`src/rtl/vasya_s27_pkg.sv`:
```
// Shared types, constants and the MISR step function for the s27 bank.
package vasya_s27_pkg;

  // Run controller states
  typedef enum logic [1:0] {
    st_idle = 2'd0,
    st_run  = 2'd1,
    st_done = 2'd2
  } state_t;

  // Galois feedback taps of the 16-bit signature register
  localparam logic [15:0] MISR_POLY = 16'hB400;

  // One MISR compaction: shift right, fold in the feedback taps when the
  // bit shifted out was set, then xor in the parallel data word.
  function automatic logic [15:0] misr_step(input logic [15:0] sig,
                                            input logic [15:0] din);
    logic [15:0] fb;
    fb = sig[0] ? MISR_POLY : 16'h0000;
    misr_step = (sig >> 1) ^ fb ^ din;
  endfunction

endpackage

```
`src/rtl/vasya_s27_core.sv`:
```
// One ISCAS-89 s27 channel: canonical gate network plus its three state flops.
module vasya_s27_core
  import vasya_s27_pkg::*;
(
  input  logic CK,
  input  logic RN,
  input  logic EN,
  input  logic G0,
  input  logic G1,
  input  logic G2,
  input  logic G3,
  output logic G17
);

  logic g5_reg, g6_reg, g7_reg;
  logic g5_next, g6_next, g7_next;
  logic g8, g9, g11, g12, g13, g14, g15, g16;

  // Canonical s27 gate network; G17 depends on inputs even while in reset
  always_comb begin
    g14     = ~G0;
    g8      = g14 & g6_reg;
    g12     = ~(G1 | g7_reg);
    g13     = ~(G2 | g12);
    g15     = g12 | g8;
    g16     = G3 | g8;
    g9      = ~(g16 & g15);
    g11     = ~(g5_reg | g9);
    g5_next = ~(g14 | g11);
    g6_next = g11;
    g7_next = g13;
    G17     = ~g11;
  end

  // State flops advance only on enabled edges, independent of the controller
  always_ff @(posedge CK or negedge RN) begin
    if (!RN) begin
      g5_reg <= 1'b0;
      g6_reg <= 1'b0;
      g7_reg <= 1'b0;
    end else if (EN) begin
      g5_reg <= g5_next;
      g6_reg <= g6_next;
      g7_reg <= g7_next;
    end
  end

endmodule

```
`src/rtl/vasya_s27_bank.sv`:
```
// CH parallel s27 channels whose G17 outputs are compacted by a 16-bit MISR
// over a run window of LEN enabled cycles.
module vasya_s27_bank
  import vasya_s27_pkg::*;
#(
  parameter int               CH    = 4,
  parameter int               SIG_W = 16,
  parameter int               LEN   = 256,
  parameter logic [SIG_W-1:0] SEED  = 16'hFFFF
) (
  input  logic             CK,
  input  logic             RN,
  input  logic             EN,
  input  logic             START,
  input  logic [CH-1:0]    G0,
  input  logic [CH-1:0]    G1,
  input  logic [CH-1:0]    G2,
  input  logic [CH-1:0]    G3,
  output logic [CH-1:0]    G17,
  output logic [SIG_W-1:0] SIG,
  output logic             BUSY,
  output logic             DONE
);

  // Wide enough to hold LEN itself; the run ends before it could wrap
  localparam int            CW    = $clog2(LEN + 1);
  localparam logic [CW-1:0] LEN_C = CW'(LEN);

  state_t           state_reg, state_next;
  logic [CW-1:0]    cnt_reg, cnt_next;
  logic [SIG_W-1:0] sig_reg, sig_next;
  logic [SIG_W-1:0] g17_ext;

  genvar gi;
  generate
    for (gi = 0; gi < CH; gi++) begin : g_ch
      vasya_s27_core u_core (
        .CK  (CK),
        .RN  (RN),
        .EN  (EN),
        .G0  (G0[gi]),
        .G1  (G1[gi]),
        .G2  (G2[gi]),
        .G3  (G3[gi]),
        .G17 (G17[gi])
      );
    end
  endgenerate

  // Zero-extend channel outputs to the MISR width (works for CH == SIG_W too)
  always_comb begin
    g17_ext          = '0;
    g17_ext[CH-1:0]  = G17;
  end

  // Controller next state, counter and signature; START edge only reloads
  always_comb begin
    state_next = state_reg;
    cnt_next   = cnt_reg;
    sig_next   = sig_reg;
    case (state_reg)
      st_idle, st_done: begin
        if (START) begin
          state_next = st_run;
          cnt_next   = '0;
          sig_next   = SEED;
        end
      end
      st_run: begin
        if (EN) begin
          sig_next = misr_step(sig_reg, g17_ext);
          cnt_next = cnt_reg + 1'b1;
          if (cnt_next == LEN_C) begin
            state_next = st_done;
          end
        end
      end
      default: begin
        state_next = st_idle;
      end
    endcase
  end

  // Controller registers; reset drops any partial signature
  always_ff @(posedge CK or negedge RN) begin
    if (!RN) begin
      state_reg <= st_idle;
      cnt_reg   <= '0;
      sig_reg   <= SEED;
    end else begin
      state_reg <= state_next;
      cnt_reg   <= cnt_next;
      sig_reg   <= sig_next;
    end
  end

  assign SIG  = sig_reg;
  assign BUSY = (state_reg == st_run);
  assign DONE = (state_reg == st_done);

endmodule

```
`config.mk`:
```
export PLATFORM = sky130hd
export DESIGN_NAME = vasya_s27_bank
export DESIGN_NICKNAME = d
export VERILOG_FILES = /design/src/rtl/vasya_s27_pkg.sv /design/src/rtl/vasya_s27_core.sv /design/src/rtl/vasya_s27_bank.sv
export SDC_FILE = /design/constraint.sdc
export NUM_CORES = 1
export LEC_CHECK = 0
export BUFFER_PORTS_ARGS = -buffer_cell sky130_fd_sc_hd__buf_4
export CAP_MARGIN = 20
export CORE_MARGIN = 10
export CORE_UTILIZATION = 45
export CTS_CLUSTER_DIAMETER = 50
export DETAILED_ROUTE_END_ITERATION = 10
export HOLD_SLACK_MARGIN = 0.1
export PLACE_DENSITY = 0.74
export SLEW_MARGIN = 10
export SYNTH_ARGS = -nofsm -noshare
export SYNTH_HDL_FRONTEND = slang
export SYNTH_SLANG_ARGS = --single-unit
```
`constraint.sdc`:
```
create_clock -name CK -period 2.4 [get_ports CK]
set_input_delay 0.12 -clock CK [delete_from_list [all_inputs] [get_ports CK]]
set_output_delay 0.12 -clock CK [all_outputs]
set_load 0.01 [all_outputs]
```
==> results of run 1 <==
==> logic make-up after synthesis <==
kind of cell               count (synthesis)
AOI/OAI and AO/OA                         57
xor gates and xnor gates                   9
adders and majority gates                  2
buffers and inverters                     26
DFF                                       39
muxes                                      4
and+or+nand+nor                           76
==> cells in the final DEF, fill, tap and decap left out, types with 2 or more instances in the layout <==
| cell type | count |
|---|---|
| sky130_fd_sc_hd__buf_4 | 43 |
| sky130_fd_sc_hd__nand2_1 | 30 |
| sky130_fd_sc_hd__dfrtp_1 | 23 |
| sky130_fd_sc_hd__o21ai_0 | 21 |
| sky130_fd_sc_hd__a21oi_1 | 20 |
| sky130_fd_sc_hd__dfstp_2 | 16 |
| sky130_fd_sc_hd__nor2_1 | 15 |
| sky130_fd_sc_hd__dlygate4sd3_1 | 12 |
| sky130_fd_sc_hd__inv_1 | 10 |
| sky130_fd_sc_hd__nor3_1 | 8 |
| sky130_fd_sc_hd__clkbuf_8 | 7 |
| sky130_fd_sc_hd__nor2b_1 | 5 |
| sky130_fd_sc_hd__xnor2_1 | 5 |
| sky130_fd_sc_hd__xor2_1 | 4 |
| sky130_fd_sc_hd__nand3_1 | 4 |
| sky130_fd_sc_hd__mux2_2 | 4 |
| sky130_fd_sc_hd__o22ai_1 | 4 |
| sky130_fd_sc_hd__nand4_1 | 3 |
| sky130_fd_sc_hd__nand2b_1 | 2 |
| sky130_fd_sc_hd__o31ai_1 | 2 |
| sky130_fd_sc_hd__a311oi_1 | 2 |
| sky130_fd_sc_hd__a31oi_1 | 2 |
| sky130_fd_sc_hd__ha_1 | 2 |
==> report_power, final <==
| group | switching (W) | internal (W) |
|---|---|---|
| clock network | 0.000226 | 0.000262 |
| registers | 0.000156 | 0.000881 |
| logic | 0.000298 | 0.000324 |
==> Yosys cell counts (all sizes together) (5+ instances only) <==
| cell | n | area [um^2] |
|---|---|---|
| dfrtp | 23 | 576 |
| o21ai | 21 | 105 |
| nand2 | 30 | 113 |
| nor2b | 5 | 31.3 |
| nor2 | 17 | 73.8 |
| nand3 | 5 | 30.0 |
| dfstp | 16 | 420 |
| buf | 10 | 56.3 |
| xnor2 | 5 | 43.8 |
| clkbuf | 6 | 23.8 |
| a21oi | 20 | 100 |
| inv | 10 | 37.5 |
| nor3 | 8 | 40.0 |
==> through the flow <==
step	cell area, um^2	cells	hold WS [ns]	setup slack (ns)	power, W
floorplan	1950	213	-0.176	0.518	0.00137
global placement	2260	290	0.120	0.451	0.00164
detailed placement	2260	290	0.122	0.400	0.00165
CTS	2480	310	0.102	0.371	0.00218
global route	2480	310	0.120	0.242	0.00230
finish	2480	310	0.104	0.371	0.00215
==> layer usage <==
metal	vias to the layer above	wire length [um]	GRT usage
li1	820	-	-
met1	803	2090	0.154
met2	39	2230	0.202
met3	0	234	0.0388
met4	0	0	0.0539
met5	-	0	0
==> cell type report <==
cell class              instances  area (um^2)
fillers                       366         1610
flip-flops and latches         39          996
multi-input cells             148          840
repair buffers                 55          443
clock buffers                   8          100
well taps                      50         62.6
inverters                      10         37.5
==> repair_timing <==
action                                 4_1_cts  5_1_grt
hold buffers                                12        0
endpoints found under the hold margin       31        0
setup buffers                                0        0
==> critical path: cells and delay by family (launching register included) <==
kind,cells,cell delay (ns)
adders and majority gates,1,0.30
and+or+nand+nor,1,0.43
AOI/OAI and AO/OA,4,0.73
DFF,1,0.46
==> worst paths after layout <==
kind	endpoint	slack [ns]
max	state_reg[0]$_DFFE_PN0P_	0.37
max in group asynchronous	SIG[12]$_DFFE_PN1P_	1.70
min in group asynchronous	cnt_reg[4]$_DFFE_PN0P_	0.33
min	g_ch[3].u_core.g7_reg$_DFFE_PN0P_	0.10
min reg2reg	SIG[14]$_DFFE_PN1P_	0.46
max reg2reg	state_reg[0]$_DFFE_PN0P_	0.37
==> flow_results.org, run 1 <==
** Synthesis
- Synthesis produced a netlist whose cell count is 213.
- Synthesis-stage register bit count :: 39
- The number of nets handed over by synthesis was 235.
- Number of synthesized flops with an enable pin :: 0
- The mapped netlist covers 0.00195 mm^2.
- Async set-reset flop share out of synthesis :: 1.00
- Post-synth cell types :: 40
- Share of synthesized area occupied by flip-flops and latches :: 0.510
- The Yosys step of the flow raised 0 warnings.
- Share of the synthesized netlist area taken by xor and xnor gates :: 0.0404
- Of the total synthesized cell area, the portion taken by full adders, half adders and majority gates is 0.0128.
- Of the total synthesized cell area, the portion taken by AND, OR, NAND and NOR gates is 0.187.
- The average instance in the mapped netlist occupies 9.17 um^2.
- Of the post-synthesis cell area, the part taken by muxes is 0.0231.
- Combinational family with the most area after synthesis :: simple AND/OR/NAND/NOR gates
- Post-synth top flop :: sky130_fd_sc_hd__dfrtp_1
- The compound-gate portion of the synthesized area is 0.167.

** Worst setup path
- Startpoint class of the critical path :: register
- Crit path kind :: reg2reg
- The worst register-to-register path begins at cnt_reg[0]$_DFFE_PN0P_.
- In this design, the stage delay of the slowest critical-path cell is 0.46 ns.
- Maximum fanout along the worst path :: 7
- Worst path required time :: 2.59 ns
- Crit-path slowest cell :: sky130_fd_sc_hd__dfrtp_1
- Depth of the worst register-to-register path :: 6
- For the worst setup path, the data arrival time is 2.22 ns.
- Critical Path Sink Type :: register
- Crit path cell chain :: ha_1 -> a311oi_1 -> a31o_2 -> o2111ai_1 -> or4_4 -> a21o_1
- In this run the worst setup path begins at cnt_reg[0]$_DFFE_PN0P_.

** Floorplanning
- Ports :: 42
- The die is 85.9 um tall.
- The floorplan step set the die width to 85.9 um.
- For this configuration, the core starts out at a cell density of 0.478.
- Core outline area :: 0.00409 mm^2
- After floorplanning, the core was divided into 23 placement rows.
- The die covers 0.00738 mm^2.

** Route
- ANT nets after route :: 0
- Via-to-Cell Ratio :: 5.36
- Dividing the detail-routed wire length by the instance count gives 14.7 um.
- Drt total wl :: 4550 um
- Count of routing violations after the opening detailed-route iteration :: 145
- In the routed design, unresolved DRC markers number 0.
- The first detailed-routing pass ran for 5 iterations.
- Vias :: 1662

** Power and ir drop
- Leakage power :: 1.11 nW
- Cell Pwr Density :: 866 mW/mm^2
- IR analysis of the VDD net gives a maximum drop of 0.705 mV.

** Timing
- Worst Tran Pin Value :: 0.629 ns
- Setup violations remaining at the end of the flow were counted as 0.
- Slew Limit Fails :: 0
- In the final timing run, aggregate negative setup slack is 0 ns.
- In this run the tightest slew margin relative to its limit is 0.580.
- The worst path needs 2.03 ns of the cycle, external delays included.
- In the finished design, the share of the clock period the worst path needs comes to 0.846.
- Hold Vio Cnt, Final :: 0
- Derived from the worst setup path, the maximum achievable clock frequency is 0.493 GHz.
- Setup repair after global routing missed its margin :: no
- For the final database, setup skew stands at 0.00576 ns.

** Clock tree
- TritonCTS built the clock tree.
- Clock H-tree levels :: 2
- Clock tree synthesis inserted a total of 5 buffers.
- CTS Root Buffer Type :: sky130_fd_sc_hd__clkbuf_8
- Number of cells upsized or downsized after cts :: 0
- Max Buffers Root-to-Sink :: 2
- Sink Count :: 39
- Clock-pin slew of the registers on the worst-case setup and hold paths :: 0.08 ns
- Later-pin clock latency in the skew report :: 0.29 ns

** Global routing
- Via count of the first global-routing pass :: 1666
- Global-route wire length before repair :: 7640 um
- GRT Residual Overflow :: 0
- Entering global routing, the biggest net connects 40 pins.
- The number of antenna violations at the first check in global routing came to 0.
- Across every metal layer, demand over resource in global routing totals 0.127.

** Worst hold path
- Counting instances, the worst hold path has a depth of 3.
- Classification of the worst-slack hold path :: in2reg
- The worst hold path begins at G1[3].

** Finish
- Area Growth Syn to Fin :: 26.9%
- Number of antenna diodes :: 0
- The register with the most flip-flops in the layout has 16 of them.
- Fin util :: 0.607
- Fraction of final layout cells with drive strength greater than 1 :: 0.296
- For this run, the post-layout net count is 281.

** Placed design
- DPL Wire Length :: 3020 um
- Number of I/O port buffers :: 41
- Final Wtd Congestion :: 0.873

** Run status
- Outcome :: finished, final reports clean

** Run
- Maximum Capacitance Violations :: 0
Power figures use the tool's default switching activity.
==> run 2: changes to the inputs <==
- PLACE_DENSITY: 0.74 -> 0.77
- clock period: 2.4 -> 1.79 ns (I/O delays scaled with it)
==> flow_results.org, run 2 (synthesis gave the netlist of run 1 again) <==
** Run status
- Failing checks :: negative setup slack
- Outcome :: complete, but fails checks

** Floorplanning
- Rows :: 23 (unchanged)
- The starting density of the core is 0.478 (unchanged).
- Ports :: 42 (unchanged)
- The core region area came to 0.00409 mm^2 (unchanged).
- The width of the die was 85.9 um (unchanged).
- DIE AREA :: 0.00738 mm^2 (unchanged)
- The vertical extent of the die is 85.9 um (unchanged).

** Worst setup path
- Crit path kind :: reg2reg
- Buffering stage count on the worst path with inverters included :: 0 (unchanged)
- The worst setup path is captured at a register.
- The slack of the worst reg-to-reg path was -0.008 ns (-0.38 ns).
- Maximum single-stage delay on the critical path :: 0.45 ns (about the same)
- Maximum fanout along the worst path :: 7 (unchanged)
- The arrival time reported for the critical path endpoint is 2.00 ns (-0.22 ns).
- The kind of cell with the highest combined delay along the critical path is compound AO/OA/AOI/OAI gates.
- Startpoint class of the critical path :: register
- The required time at the endpoint of the critical path was 1.99 ns (-0.60 ns).
- Crit path cell chain :: ha_4 -> a311oi_2 -> a31o_2 -> o2111ai_1 -> or4_4 -> a21o_1
- The slowest stage of the critical path is the sky130_fd_sc_hd__dfrtp_2 cell.

** Route
- Via-to-Cell Ratio :: 5.15 (-4.0%)
- Number of remaining DRC errors :: 0 (unchanged)
- Count of routing violations after the opening detailed-route iteration :: 115 (-21%)
- Number of iterations in the first detailed-routing pass :: 4 (-1)
- ANT nets after route :: 0 (unchanged)
- Vias :: 1662 (unchanged)
- The total wire length after detailed routing is 4530 um (-0.57%).
- Final routed wire length divided by cell count :: 14.0 um (-4.6%)

** Timing
- Setup repair after global routing missed its margin :: yes
- Worst max-slew margin expressed relative to the limit :: 0.682 (+0.103)
- The clock period minus final worst setup slack came to 1.80 ns (-0.231 ns).
- Post-route fraction of the period consumed by the critical path :: 1.00 (+0.159)
- The minimum setup slack in the final design came to -0.00792 ns (-0.379 ns).
- The hold violation count in the final report is 0 (unchanged).
- Worst Skew :: 0.0107 ns (+0.00497 ns)
- Fmax :: 0.556 GHz (+13%)
- Total of endpoints with negative setup slack in the final report :: 1 (+1)
- The setup TNS after final layout came to -0.00792 ns (-0.00792 ns).
- Slew Limit Fails :: 0 (unchanged)
- Worst Tran Pin Value :: 0.477 ns (-0.152 ns)

** Finish
- The number of flip-flops in the largest register was 16 (unchanged).
- Total area of multi-input combinational cells :: 880 um^2 (+4.8%)
- The area used by sequential logic in the layout came to 0.00100 mm^2 (+0.63%).
- Leading cell type in the layout, fill and taps excluded :: sky130_fd_sc_hd__buf_4
- The count of nets after finishing came to 294 (+4.6%).
- The diode insertion count for antenna repair came to 0 (unchanged).
- In the layout the commonest cells are sky130_fd_sc_hd__buf_4, sky130_fd_sc_hd__nand2_1, sky130_fd_sc_hd__o21ai_0, sky130_fd_sc_hd__a21oi_1, sky130_fd_sc_hd__dfrtp_1.
- Fraction of final layout cells with drive strength greater than 1 :: 0.370 (+0.0738)
- Compared with the post-synthesis result, the final layout area differs by 34.0%.
- The count of filler cells inserted in the layout is 330 (-9.8%).

** Global routing
- The number of antenna violations at the first check in global routing is 0 (unchanged).
- Pin count of the biggest net entering global routing :: 40 (unchanged)
- The wire length of the first global-routing pass is 7610 um (-0.37%).
- Via count of the first global-routing pass :: 1685 (+1.1%)
- The total routing usage reported by global routing was 0.125 (-0.00187).
- The final global-route overflow total came to 0 (unchanged).

** Clock tree
- The total number of clock tree sinks came to 39 (unchanged).
- Clock-pin slew of the registers on the worst-case setup and hold paths :: 0.09 ns (about the same)
- The number of buffers created by CTS is 5 (unchanged).
- The source-to-sink clock delay at the later pin of the worst-skew pair is 0.30 ns (about the same).
- TritonCTS built the clock tree.
- CTS Root Buffer Type :: sky130_fd_sc_hd__clkbuf_8
- The largest buffer count on any clock path is 2 (unchanged).
- The maximum level of the CTS H-tree is 2 (unchanged).

** Power and ir drop
- The power per cell area was 1140 mW/mm^2 (+31%).
- The peak supply drop came to 0.730 mV (+3.6%).
- The leakage power figure was 1.15 nW (+4.4%).

** Placed design
- The total of buffers placed on input and output ports is 41 (unchanged).
- Final Wtd Congestion :: 0.843 (-3.5%)
- The post-detailed-placement half-perimeter wirelength is 3070 um (+1.8%).
- The post-place setup slack was -0.0474 ns (-0.447 ns).

** Run
- The number of max-capacitance violations reported is 0 (unchanged).

** Worst hold path
- The path class of the tightest hold or removal check is in2reg.
==> run 2: final timing paths <==
check | from | endpoint | depth (start not counted)
hold / removal | G1[0] | g_ch[0].u_core.g7_reg$_DFFE_PN0P_ | 3
min in group asynchronous | RN | cnt_reg[8]$_DFFE_PN0P_ | 2
setup reg to reg | cnt_reg[0]$_DFFE_PN0P_ | state_reg[0]$_DFFE_PN0P_ | 6
hold reg to reg | SIG[5]$_DFFE_PN1P_ | SIG[4]$_DFFE_PN1P_ | 2
setup / recovery | cnt_reg[0]$_DFFE_PN0P_ | state_reg[0]$_DFFE_PN0P_ | 6
max in group asynchronous | RN | cnt_reg[1]$_DFFE_PN0P_ | 2
==> run 2: through the flow <==
step / cells / util / hold WS, ns / area (um^2) / total power, W
after floorplan: 213 / - / -0.206 / 1970 / 0.00185
after global placement: 301 / 0.576 / 0.0896 / 2350 / 0.00230
after detailed placement: 301 / 0.576 / 0.0904 / 2350 / 0.00233
after CTS: 323 / 0.637 / 0.101 / 2600 / 0.00300
after global routing: 323 / 0.641 / 0.132 / 2620 / 0.00318
final: 323 / 0.641 / 0.0907 / 2620 / 0.00298
==> run 2: what timing repair did <==
item,4_1_cts,5_1_grt
resized for setup,4,5
endpoints found under the setup margin,2,2
buffers inserted,1,0
pin swaps,2,2
endpoints found under the hold margin,37,0
hold buffers,13,0
==> run 2: layer usage <==
| layer | up-vias | part of all wire | global-route usage | routed length, um |
|---|---|---|---|---|
| li1 | 844 | - | - | - |
| met3 | 6 | 0.039 | 0.0388 | 176 |
| met1 | 777 | 0.45 | 0.149 | 2050 |
| met5 | - | 0 | 0 | 0 |
| met4 | 0 | 0.014 | 0.0449 | 62 |
| met2 | 35 | 0.49 | 0.206 | 2240 |
==> run 2: power by group <==
group	switching, W	total [W]	internal, W	leakage (nW)
registers	0.000207	0.00139	0.00119	0.457
logic	0.000439	0.000963	0.000525	0.656
clock network	0.000342	0.000620	0.000279	0.0408
==> run 2: worst min-delay path, stage by stage <==
cell and delay, ns:
sky130_fd_sc_hd__buf_4 0.08, sky130_fd_sc_hd__a21oi_1 0.05, sky130_fd_sc_hd__a21oi_1 0.13
==> run 2: layout make-up <==
class	instances	share of cell area
Inverter	10	0.0143
Clock inverter	3	0.00908
Timing Repair Buffer	68	0.207
Clock buffer	5	0.0263
Sequential cell	39	0.383
Tap cell	50	0.0239
Multi-Input combinational cell	148	0.336
==> run 3: changes to the inputs <==
- SETUP_SLACK_MARGIN: not set -> 0.3
==> flow_results.org, run 3 (synthesis gave the netlist of run 1 again) <==
** Timing
- Fmax :: 0.559 GHz (+0.46%)
- Worst max-slew margin expressed relative to the limit :: 0.661 (-0.0212)
- Setup slack of the critical path after layout :: 0.000395 ns (+0.00831 ns)
- The clock tree skew after final layout is 0.0101 ns (-0.000604 ns).
- Min cycle time layout :: 1.79 ns (-0.00831 ns)
- The count of endpoints failing setup in the final report came to 0 (-1).
- Setup repair after global routing could not meet its margin everywhere.
- The setup TNS after final layout was 0 ns (+0.00792 ns).
- The hold violation count in the final report is 0 (unchanged).
- Slew Limit Fails :: 0 (unchanged)
- Post-route fraction of the period consumed by the critical path :: 1.00 (-0.00464)
- Hold Slack :: 0.178 ns (+0.0874 ns)
- Worst Tran Pin Value :: 0.507 ns (+0.0305 ns)

** Global routing
- GRT Residual Overflow :: 0 (unchanged)
- Initial antenna violation count :: 0 (unchanged)
- Total Routing Usage GR :: 0.132 (+0.00667)
- Global-route wire length before repair :: 7950 um (+4.4%)
- Via count of the first global-routing pass :: 1701 (+0.95%)
- Pin count of the biggest net entering global routing :: 40 (unchanged)

** Floorplanning
- The vertical extent of the die was 85.9 um (unchanged).
- Core outline area :: 0.00409 mm^2 (unchanged)
- Horizontal die dimension :: 85.9 um (unchanged)
- The count of pins on the block boundary was 42 (unchanged).
- The die area was 0.00738 mm^2 (unchanged).
- Rows :: 23 (unchanged)
- Initial standard-cell utilization of the core :: 0.478 (unchanged)

** Worst setup path
- Critical Path Stages :: 6 (unchanged)
- The critical path is of the reg2reg type.
- Tracing the worst setup path back leads to its startpoint at cnt_reg[0]$_DFFE_PN0P_.
- For this design, the slowest cell found on the critical path is sky130_fd_sc_hd__dfrtp_2.
- Worst path required time :: 1.97 ns (-0.02 ns)
- Crit path cell chain :: ha_4 -> a311oi_2 -> a31o_2 -> o2111ai_1 -> or4_4 -> a21o_1
- Endpoint of the worst setup timing path :: state_reg[0]$_DFFE_PN0P_
- STA classifies the critical path endpoint as a register.
- The highest fanout seen on the critical path is 7 (unchanged).
- The kind of cell with the highest combined delay along the critical path is compound AO/OA/AOI/OAI gates.
- Critical R2R Launch :: cnt_reg[0]$_DFFE_PN0P_
- Depth of the worst register-to-register path :: 6 (unchanged)
- R2R setup slack :: 0.0004 ns (about the same)
- The worst register-to-register path ends at state_reg[0]$_DFFE_PN0P_.
- The arrival time reported for the critical path endpoint came to 1.97 ns (-0.03 ns).
- Startpoint class of the critical path :: register
- The delay contributed by the slowest stage of the critical path came to 0.46 ns (about the same).
- Buffering stage count on the worst path with inverters included :: 0 (unchanged)

** Finish
- Net total in the final layout :: 288 (-2.0%)
- The number of flip-flops in the largest register is 16 (unchanged).
- Leaving out fill and tap cells, the most frequent cell in the layout is sky130_fd_sc_hd__buf_4.
- The count of filler cells inserted in the layout came to 340 (+3.0%).
- The diode insertion count for antenna repair is 0 (unchanged).
- The design area is 0.00262 mm^2 (about the same).
- Fraction of final layout cells with drive strength greater than 1 :: 0.356 (-0.0142)
- Area Growth Syn to Fin :: 34.0% (about the same)
- The top cell types in the final layout, fill and taps aside, are sky130_fd_sc_hd__buf_4, sky130_fd_sc_hd__nand2_1, sky130_fd_sc_hd__o21ai_0, sky130_fd_sc_hd__a21oi_1, sky130_fd_sc_hd__dfrtp_1.

** Power and ir drop
- The post-layout total power was 0.00303 W (+1.9%).
- Cell Pwr Density :: 1160 mW/mm^2 (+2.0%)
- The peak supply drop came to 0.704 mV (-3.6%).
- Leakage power :: 1.14 nW (-0.98%)

** Worst hold path
- Classification of the worst-slack hold path :: in2reg
- In this run the most critical hold path is launched from EN.

** Clock tree
- TritonCTS built the clock tree.
- The number of buffers created by CTS was 5 (unchanged).
- The post-CTS clock slew at the launch and capture registers of the worst setup and hold paths came to 0.08 ns (about the same).
- The maximum level of the CTS H-tree came to 2 (unchanged).
- Max Buffers Root-to-Sink :: 2 (unchanged)
- The total number of clock tree sinks was 39 (unchanged).
- Later-pin clock latency in the skew report :: 0.29 ns (about the same)
- The cell sitting at the root of the clock tree is a sky130_fd_sc_hd__clkbuf_8.

** Route
- The number of vias per cell after detailed routing came to 5.33 (+3.5%).
- Number of remaining DRC errors :: 0 (unchanged)
- Vias :: 1689 (+1.6%)
- Drt total wl :: 4680 um (+3.3%)
- Final routed wire length divided by cell count :: 14.8 um (+5.2%)
- The number of iterations in the first detailed-routing pass was 4 (unchanged).
- ANT nets after route :: 0 (unchanged)
- Count of routing violations after the opening detailed-route iteration :: 102 (-11%)

** Placed design
- Cell area reported after detailed placement :: 0.00228 mm^2 (-3.1%)
- Final Wtd Congestion :: 0.780 (-7.5%)
- The post-place setup slack came to -0.0290 ns (+0.0184 ns).
- The post-detailed-placement half-perimeter wirelength is 3040 um (-1.2%).
- The total of buffers placed on input and output ports is 41 (unchanged).

** Run
- Maximum Capacitance Violations :: 0 (unchanged)

** Run status
- Outcome :: finished, final reports clean
-- run 3: changes by cell type in the layout (fill, tap and decap cells not counted), sizes merged --
cell / change
buf: -7
clkbuf: +2
clkinvlp: -2
bufinv: +1
dlygate4sd3: +1
inv: -1
-- run 3: worst min path at each step --
stage | end | cells after the start
2_1_floorplan | cnt_reg[0]$_DFFE_PN0P_ | 0
3_3_place_gp | g_ch[3].u_core.g6_reg$_DFFE_PN0P_ | 1
3_5_place_dp | cnt_reg[2]$_DFFE_PN0P_ | 1
4_1_cts | g_ch[3].u_core.g5_reg$_DFFE_PN0P_ | 3
5_1_grt | g_ch[0].u_core.g5_reg$_DFFE_PN0P_ | 3
6_report | g_ch[2].u_core.g5_reg$_DFFE_PN0P_ | 3
-- run 3: power breakdown --
group	internal, W	leakage [nW]	switching (W)	total, W
combinational	0.000483	0.630	0.000419	0.000902
sequential	0.00119	0.461	0.000228	0.00141
clock	0.000417	0.0524	0.000300	0.000718
-- run 3: per-stage QoR --
stage | std cells | util
4_1_cts | 315 | 0.628
6_report | 317 | 0.640
3_5_place_dp | 291 | 0.558
2_1_floorplan | 213 | -
5_1_grt | 317 | 0.640
3_3_place_gp | 291 | 0.558
-- run 3: layer usage --
layer | up-vias | global-route usage | share of wire
met1 | 816 | 0.146 | 0.41
met5 | - | 0 | 0
met3 | 8 | 0.0341 | 0.035
met4 | 0 | 0.0554 | 0.020
li1 | 838 | - | -
met2 | 27 | 0.231 | 0.53
-- run 3: worst register-to-register path: cells and delay by family, from the launching register on --
kind / cells / cell delay [ns]
and+or+nand+nor: 1 / 0.44
adders and majority gates: 1 / 0.21
DFF: 1 / 0.46
AOI/OAI and AO/OA: 4 / 0.59
-- run 3: layout make-up --
| type | count | area, um^2 | area share |
|---|---|---|---|
| flip-flops and latches | 39 | 1000 | 0.382 |
| multi-input cells | 148 | 897 | 0.343 |
| clock inverters | 1 | 30.0 | 0.0115 |
| clock buffers | 7 | 76.3 | 0.0292 |
| well taps | 50 | 62.6 | 0.0239 |
| inverters | 10 | 37.5 | 0.0143 |
| repair buffers | 62 | 513 | 0.196 |
-- run 3: repair_timing --
item | in CTS | in global routing
setup buffers | 2 | 2
resized for setup | 6 | 10
hold endpoints to repair | 32 | 0
hold buffers | 14 | 0
pin swaps | 1 | 2
endpoints found under the setup margin | 8 | 30
